### config.mk
export PLATFORM = sky130hd
export DESIGN_NAME = ascii_to_ps2_keys
export DESIGN_NICKNAME = d
export VERILOG_FILES = /design/src/rtl/ps2_pkg.sv /design/src/rtl/ascii_to_scancode.sv /design/src/rtl/ascii_to_ps2_keys.sv
export SDC_FILE = /design/constraint.sdc
export NUM_CORES = 1
export LEC_CHECK = 0
export ABC_AREA = 1
export BUFFER_PORTS_ARGS = -buffer_cell sky130_fd_sc_hd__buf_2
export CAP_MARGIN = 20
export CORE_ASPECT_RATIO = 1.2
export CORE_UTILIZATION = 56
export DETAILED_ROUTE_END_ITERATION = 12
export PLACE_DENSITY = 0.78
export SKIP_LAST_GASP = 1
export SLEW_MARGIN = 15
export SYNTH_ARGS = -nofsm -noshare
export SYNTH_HDL_FRONTEND = slang
export SYNTH_SLANG_ARGS = --single-unit
### constraint.sdc
create_clock -name clk -period 2.6 [get_ports clk]
set_input_delay 0.65 -clock clk [delete_from_list [all_inputs] [get_ports clk]]
set_output_delay 0.65 -clock clk [all_outputs]
set_load 0.01 [all_outputs]
### src/rtl/ps2_pkg.sv
// Shared PS/2 set-2 constants, keystroke sequencer state encoding and the
// character-to-scancode lookup helpers.
package ps2_pkg;

  localparam logic [7:0] SC_LSHIFT = 8'h12;
  localparam logic [7:0] SC_BREAK  = 8'hF0;
  localparam logic [7:0] SC_SPACE  = 8'h29;
  localparam logic [7:0] SC_PERIOD = 8'h49;

  typedef enum logic [2:0] {
    ST_IDLE   = 3'd0,
    ST_SH_MK  = 3'd1,
    ST_KEY_MK = 3'd2,
    ST_KEY_F0 = 3'd3,
    ST_KEY_BK = 3'd4,
    ST_SH_F0  = 3'd5,
    ST_SH_BK  = 3'd6,
    ST_GAP    = 3'd7
  } key_state_t;

  typedef struct packed {
    logic       supported;
    logic       shift;
    logic [7:0] code;
  } key_map_t;

  // Argument is the offset from '0'; out-of-range offsets return 00.
  function automatic logic [7:0] digit_code(input logic [7:0] d);
    case (d)
      8'd0:    return 8'h45;
      8'd1:    return 8'h16;
      8'd2:    return 8'h1E;
      8'd3:    return 8'h26;
      8'd4:    return 8'h25;
      8'd5:    return 8'h2E;
      8'd6:    return 8'h36;
      8'd7:    return 8'h3D;
      8'd8:    return 8'h3E;
      8'd9:    return 8'h46;
      default: return 8'h00;
    endcase
  endfunction

  // Argument is the offset from 'a' (or 'A').
  function automatic logic [7:0] letter_code(input logic [7:0] l);
    case (l)
      8'd0:    return 8'h1C;
      8'd1:    return 8'h32;
      8'd2:    return 8'h21;
      8'd3:    return 8'h23;
      8'd4:    return 8'h24;
      8'd5:    return 8'h2B;
      8'd6:    return 8'h34;
      8'd7:    return 8'h33;
      8'd8:    return 8'h43;
      8'd9:    return 8'h3B;
      8'd10:   return 8'h42;
      8'd11:   return 8'h4B;
      8'd12:   return 8'h3A;
      8'd13:   return 8'h31;
      8'd14:   return 8'h44;
      8'd15:   return 8'h4D;
      8'd16:   return 8'h15;
      8'd17:   return 8'h2D;
      8'd18:   return 8'h1B;
      8'd19:   return 8'h2C;
      8'd20:   return 8'h3C;
      8'd21:   return 8'h2A;
      8'd22:   return 8'h1D;
      8'd23:   return 8'h22;
      8'd24:   return 8'h35;
      8'd25:   return 8'h1A;
      default: return 8'h00;
    endcase
  endfunction

endpackage

### src/rtl/ascii_to_scancode.sv
// Combinational ASCII to PS/2 set-2 key lookup: returns whether the character is
// typeable, whether it needs left shift held, and the key's make code.
module ascii_to_scancode
  import ps2_pkg::*;
(
  input  logic [7:0] ascii,
  output key_map_t   map
);

  always_comb begin
    map = '0;
    if (ascii >= 8'h30 && ascii <= 8'h39) begin
      map = '{supported: 1'b1, shift: 1'b0, code: digit_code(ascii - 8'h30)};
    end else if (ascii >= 8'h61 && ascii <= 8'h7A) begin
      map = '{supported: 1'b1, shift: 1'b0, code: letter_code(ascii - 8'h61)};
    end else if (ascii >= 8'h41 && ascii <= 8'h5A) begin
      map = '{supported: 1'b1, shift: 1'b1, code: letter_code(ascii - 8'h41)};
    end else begin
      // Shifted symbols live on the digit row keys
      case (ascii)
        8'h29:   map = '{supported: 1'b1, shift: 1'b1, code: digit_code(8'd0)};
        8'h21:   map = '{supported: 1'b1, shift: 1'b1, code: digit_code(8'd1)};
        8'h40:   map = '{supported: 1'b1, shift: 1'b1, code: digit_code(8'd2)};
        8'h23:   map = '{supported: 1'b1, shift: 1'b1, code: digit_code(8'd3)};
        8'h24:   map = '{supported: 1'b1, shift: 1'b1, code: digit_code(8'd4)};
        8'h25:   map = '{supported: 1'b1, shift: 1'b1, code: digit_code(8'd5)};
        8'h5E:   map = '{supported: 1'b1, shift: 1'b1, code: digit_code(8'd6)};
        8'h26:   map = '{supported: 1'b1, shift: 1'b1, code: digit_code(8'd7)};
        8'h2A:   map = '{supported: 1'b1, shift: 1'b1, code: digit_code(8'd8)};
        8'h28:   map = '{supported: 1'b1, shift: 1'b1, code: digit_code(8'd9)};
        8'h20:   map = '{supported: 1'b1, shift: 1'b0, code: SC_SPACE};
        8'h2E:   map = '{supported: 1'b1, shift: 1'b0, code: SC_PERIOD};
        default: map = '0;
      endcase
    end
  end

endmodule

### src/rtl/ascii_to_ps2_keys.sv
// Keystroke sequencer: turns one accepted ASCII character into the PS/2 set-2
// make/break byte stream, wrapping shifted characters in left-shift make/break.
//
// state     | meaning
// ST_IDLE   | ready for a character
// ST_SH_MK  | sending left-shift make (12)
// ST_KEY_MK | sending key make
// ST_KEY_F0 | sending break prefix for key
// ST_KEY_BK | sending key code of the break
// ST_SH_F0  | sending break prefix for left shift
// ST_SH_BK  | sending left-shift code of the break
// ST_GAP    | inter-keystroke idle time
module ascii_to_ps2_keys
  import ps2_pkg::*;
#(
  parameter int GAP_CYCLES = 1000,
  parameter int GAP_W      = 16
) (
  input  logic       clk,
  input  logic       rst,
  input  logic [7:0] ascii_in,
  input  logic       ascii_valid,
  output logic       ascii_ready,
  output logic [7:0] code_byte,
  output logic       code_valid,
  input  logic       code_ready,
  output logic       unsupported,
  output logic       key_done
);

  localparam logic [GAP_W-1:0] GAP_LOAD =
    (GAP_CYCLES == 0) ? '0 : GAP_W'(GAP_CYCLES - 1);

  key_state_t       state;
  key_map_t         map;
  logic [7:0]       key_q;
  logic             shift_q;
  logic [GAP_W-1:0] gap_cnt;

  ascii_to_scancode u_lookup (
    .ascii (ascii_in),
    .map   (map)
  );

  assign ascii_ready = (state == ST_IDLE);

  always_ff @(posedge clk) begin
    if (rst) begin
      state       <= ST_IDLE;
      code_valid  <= 1'b0;
      code_byte   <= 8'h00;
      unsupported <= 1'b0;
      key_done    <= 1'b0;
      gap_cnt     <= '0;
      key_q       <= 8'h00;
      shift_q     <= 1'b0;
    end else begin
      unsupported <= 1'b0;
      key_done    <= 1'b0;
      case (state)
        ST_IDLE: begin
          if (ascii_valid) begin
            if (!map.supported) begin
              unsupported <= 1'b1;
            end else begin
              key_q      <= map.code;
              shift_q    <= map.shift;
              code_valid <= 1'b1;
              if (map.shift) begin
                state     <= ST_SH_MK;
                code_byte <= SC_LSHIFT;
              end else begin
                state     <= ST_KEY_MK;
                code_byte <= map.code;
              end
            end
          end
        end
        ST_SH_MK: if (code_ready) begin
          state     <= ST_KEY_MK;
          code_byte <= key_q;
        end
        ST_KEY_MK: if (code_ready) begin
          state     <= ST_KEY_F0;
          code_byte <= SC_BREAK;
        end
        ST_KEY_F0: if (code_ready) begin
          state     <= ST_KEY_BK;
          code_byte <= key_q;
        end
        ST_KEY_BK: if (code_ready) begin
          if (shift_q) begin
            state     <= ST_SH_F0;
            code_byte <= SC_BREAK;
          end else begin
            code_valid <= 1'b0;
            key_done   <= 1'b1;
            gap_cnt    <= GAP_LOAD;
            state      <= (GAP_CYCLES == 0) ? ST_IDLE : ST_GAP;
          end
        end
        ST_SH_F0: if (code_ready) begin
          state     <= ST_SH_BK;
          code_byte <= SC_LSHIFT;
        end
        ST_SH_BK: if (code_ready) begin
          code_valid <= 1'b0;
          key_done   <= 1'b1;
          gap_cnt    <= GAP_LOAD;
          state      <= (GAP_CYCLES == 0) ? ST_IDLE : ST_GAP;
        end
        ST_GAP: begin
          if (gap_cnt == '0) state <= ST_IDLE;
          else               gap_cnt <= gap_cnt - 1'b1;
        end
        default: state <= ST_IDLE;
      endcase
    end
  end

endmodule
==> run metrics <==
Top Ports=24; portion of the post-synthesis area used by sequential elements=between 20 and 25%; worst slew margin relative to its limit=67.3%; Worst EP arrival=around 2.5 ns; total inserted antenna cells=0; cell family with the largest share of critical-path delay=simple AND/OR/NAND/NOR gates; setup tns final=0 ns; commonest cells after routing, fill and taps aside=sky130_fd_sc_hd__nand2_1, sky130_fd_sc_hd__nor2_1, sky130_fd_sc_hd__inv_1, sky130_fd_sc_hd__nand3_1, sky130_fd_sc_hd__dfxtp_1; share of layout cells above drive strength 1=between 15 and 20%; Synth-to-Final Area Change=11.0%; cell count after synthesis=around 570; Worst Max-Slew Pin Slew=0.490 ns; post-detailed-route DRC marker count=0; clock-pin slew on the worst setup and hold paths=approximately 0.070 ns; width of the die=73.2 um; TritonCTS Buffers=5; total clock sinks=38; TritonCTS clock tree=built; maximum level of the CTS H-tree=2; antenna violations before repair=0; wirelength, routed=between 8000 and 9000 um; GRT Total Usage=28.0%; cell at the slowest stage of the critical path=sky130_fd_sc_hd__ha_1; critical path start-end classification=primary input to register; setup repair after global routing missed its margin=no; cell at the root of the clock tree=sky130_fd_sc_hd__clkbuf_8; Hold/Removal Path Class=register to register; post-detail-place hpwl=6560 um; worst voltage drop across the vdd grid=between 300 and 400 uV; number of buffer cells added on primary ports=23; maximum number of pins on one net before global-route repair=21; number of distinct library cell variants in the gate-level netlist after synthesis=between 40 and 50; WP data required=between 2 and 3 ns; Post-Syn Area per Cell=roughly 6.0 um^2; portion of the clock cycle consumed by the worst path in the final layout=~90%; Slew Viols, Final=0; worst hold margin=between 0.4 and 0.5 ns; global-route wire length before repair=about 14000 um; vias per cell=~5.4; via count=3702; Nets=roughly 630; core area=around 5800 um^2; fraction of post-synthesis cell area in the top cell type by area=22.3%; buffers and inverters on the worst path=4; number of search-and-repair iterations in the first detailed-routing pass=5; Max-cap violations=0; clock network latency to the later pin of the worst-skew pair=0.29 ns; Crit Path Max Fanout=14; syn_nets=~590; initial core utilization=between 50% and 60%; Initial DRC Count=just over 200; dominant cells by area after synthesis=sky130_fd_sc_hd__dfxtp_1, sky130_fd_sc_hd__nand2_1, sky130_fd_sc_hd__nor2_1, sky130_fd_sc_hd__inv_1, sky130_fd_sc_hd__nand3_1; ordered list of cells on the worst path=buf_2 > buf_4 > ha_1 > inv_1 > nor2_1 > nand2_1 > nand2_1 > nor2_2 > nand3_2 > nor2_4 > nand2_4 > nand3_4 > inv_1 > nand2_1 > a21oi_2; total leakage power=approximately 1.9 nW; delay of the slowest cell on the worst path=0.21 ns; height of the die=a little under 90 um; final RePlAce weighted congestion=0.968; die area=around 6400 um^2; CP endpoint kind=register; element type at the critical path start=primary input; most common cell after layout, fill and taps aside=sky130_fd_sc_hd__nand2_1; count of nets left with antenna violations after detail routing=0; Congestion Overflow GR=0; number of synthesis warnings=0; worst clock skew=between 0.008 and 0.009 ns; FP Rows=30; Period minus WS final=approximately 2.3 ns; CTS max path bufs=2; cell type with the largest total area after synthesis=sky130_fd_sc_hd__dfxtp_1; WL per Instance=around 12 um; result of the run=finished clean; post-synthesis cell area=3410 um^2; final count of negative-setup-slack endpoints=0; most common cell type on the critical path=sky130_fd_sc_hd__nand2_1; power per cell area=606 nW/um^2; via count of the first global-routing pass=about 3300; Hold Violations, Final=0; Max Freq=~0.43 GHz; register bit total from synthesis=38
[power by group]
part	switching (mW)	leakage, nW	total [mW]	internal (mW)
Clock	0.205	0.0524	0.492	0.287
Combinational	0.674	1.53	1.05	0.375
Sequential	0.0655	0.309	0.752	0.686
Total	0.944	1.89	2.29	1.35
[what timing repair did]
item / CTS / global route
setup endpoints to repair: 0 / 2
hold buffers: 0 / 0
gates resized for setup: 0 / 1
buffers inserted: 0 / 0
hold endpoints to repair: 0 / 0
[through the flow]
| stage | instances | instance area, um^2 | util (%) | setup slack (ns) | power, mW |
|---|---|---|---|---|---|
| finish | 685 | 3780 | 65.5 | 0.269 | 2.29 |
| global route | 685 | 3780 | 65.5 | 0.0663 | 2.47 |
| CTS | 685 | 3780 | 65.4 | 0.194 | 2.29 |
| detailed placement | 677 | 3680 | 63.6 | -0.111 | 1.80 |
| global placement | 677 | 3680 | 63.6 | -0.0720 | 1.79 |
| floorplan | 572 | 3420 | - | 0.0313 | 1.57 |
[layout make-up]
class | instances | area [um^2]
clock buffers | 7 | 76.3
inverters | 68 | 259
fillers | 574 | 2000
flip-flops and latches | 38 | 761
clock inverters | 1 | 30.0
multi-input cells | 448 | 2280
well taps | 80 | 100
repair buffers | 43 | 278
[logic make-up (layout without fill, tap and decap cells)]
logic type / after synthesis / in the layout / synth area share (%)
AND/OR/NAND/NOR: 340 / 340 / 45.9
AO/OA/AOI/OAI: 87 / 87 / 14.4
buffers and inverters: 86 / 119 / 11.0
flip-flops: 38 / 38 / 22.3
XOR/XNOR: 11 / 11 / 2.82
adder cells (fa/ha/maj): 10 / 10 / 3.67
[routing by layer]
| layer | part of all wire (%) | up-vias | global-route usage, % |
|---|---|---|---|
| met5 | 0 | - | 0 |
| met4 | 4.5 | 0 | 15.9 |
| met3 | 3.2 | 34 | 2.43 |
| met2 | 48 | 102 | 49.7 |
| met1 | 44 | 1670 | 32.5 |
| li1 | - | 1896 | - |
[worst min-delay path, stage by stage, from the launching register on]
cell and delay (ns):
sky130_fd_sc_hd__dfxtp_1 0.31, sky130_fd_sc_hd__inv_1 0.04, sky130_fd_sc_hd__a21oi_1 0.05
[synth_stat cells, drive strengths merged]
cell and number:
nand2 181, nor2 89, inv 67, nand3 41, o21ai 39, dfxtp 38
a21oi 36, buf 11, nand4 11, ha 10, nor3 9, xor2 8
clkbuf 7, a31oi 5, or2 4, nor4 3, o211ai 3, xnor2 3
nor3b 2, o221ai 2, a221oi 1, a31o 1, clkinv 1
[registers in the layout (all words and copies together), names as in the netlist]
register and flops:
gap_cnt 16, unsupported 1, state 3, key_done 1
shift_q 1, key_q 7, code_valid 1, code_byte 8
[worst paths after layout]
check | start | end | slack, ns | depth (start not counted)
worst min-delay path | code_valid | code_valid | 0.45 | 2
worst min register to register | code_valid | code_valid | 0.45 | 2
worst max-delay path | ascii_in[0] | code_byte[7] | 0.27 | 15
worst max register to register | gap_cnt[0] | gap_cnt[3] | 0.57 | 13
(Power assumes the default switching activity.)
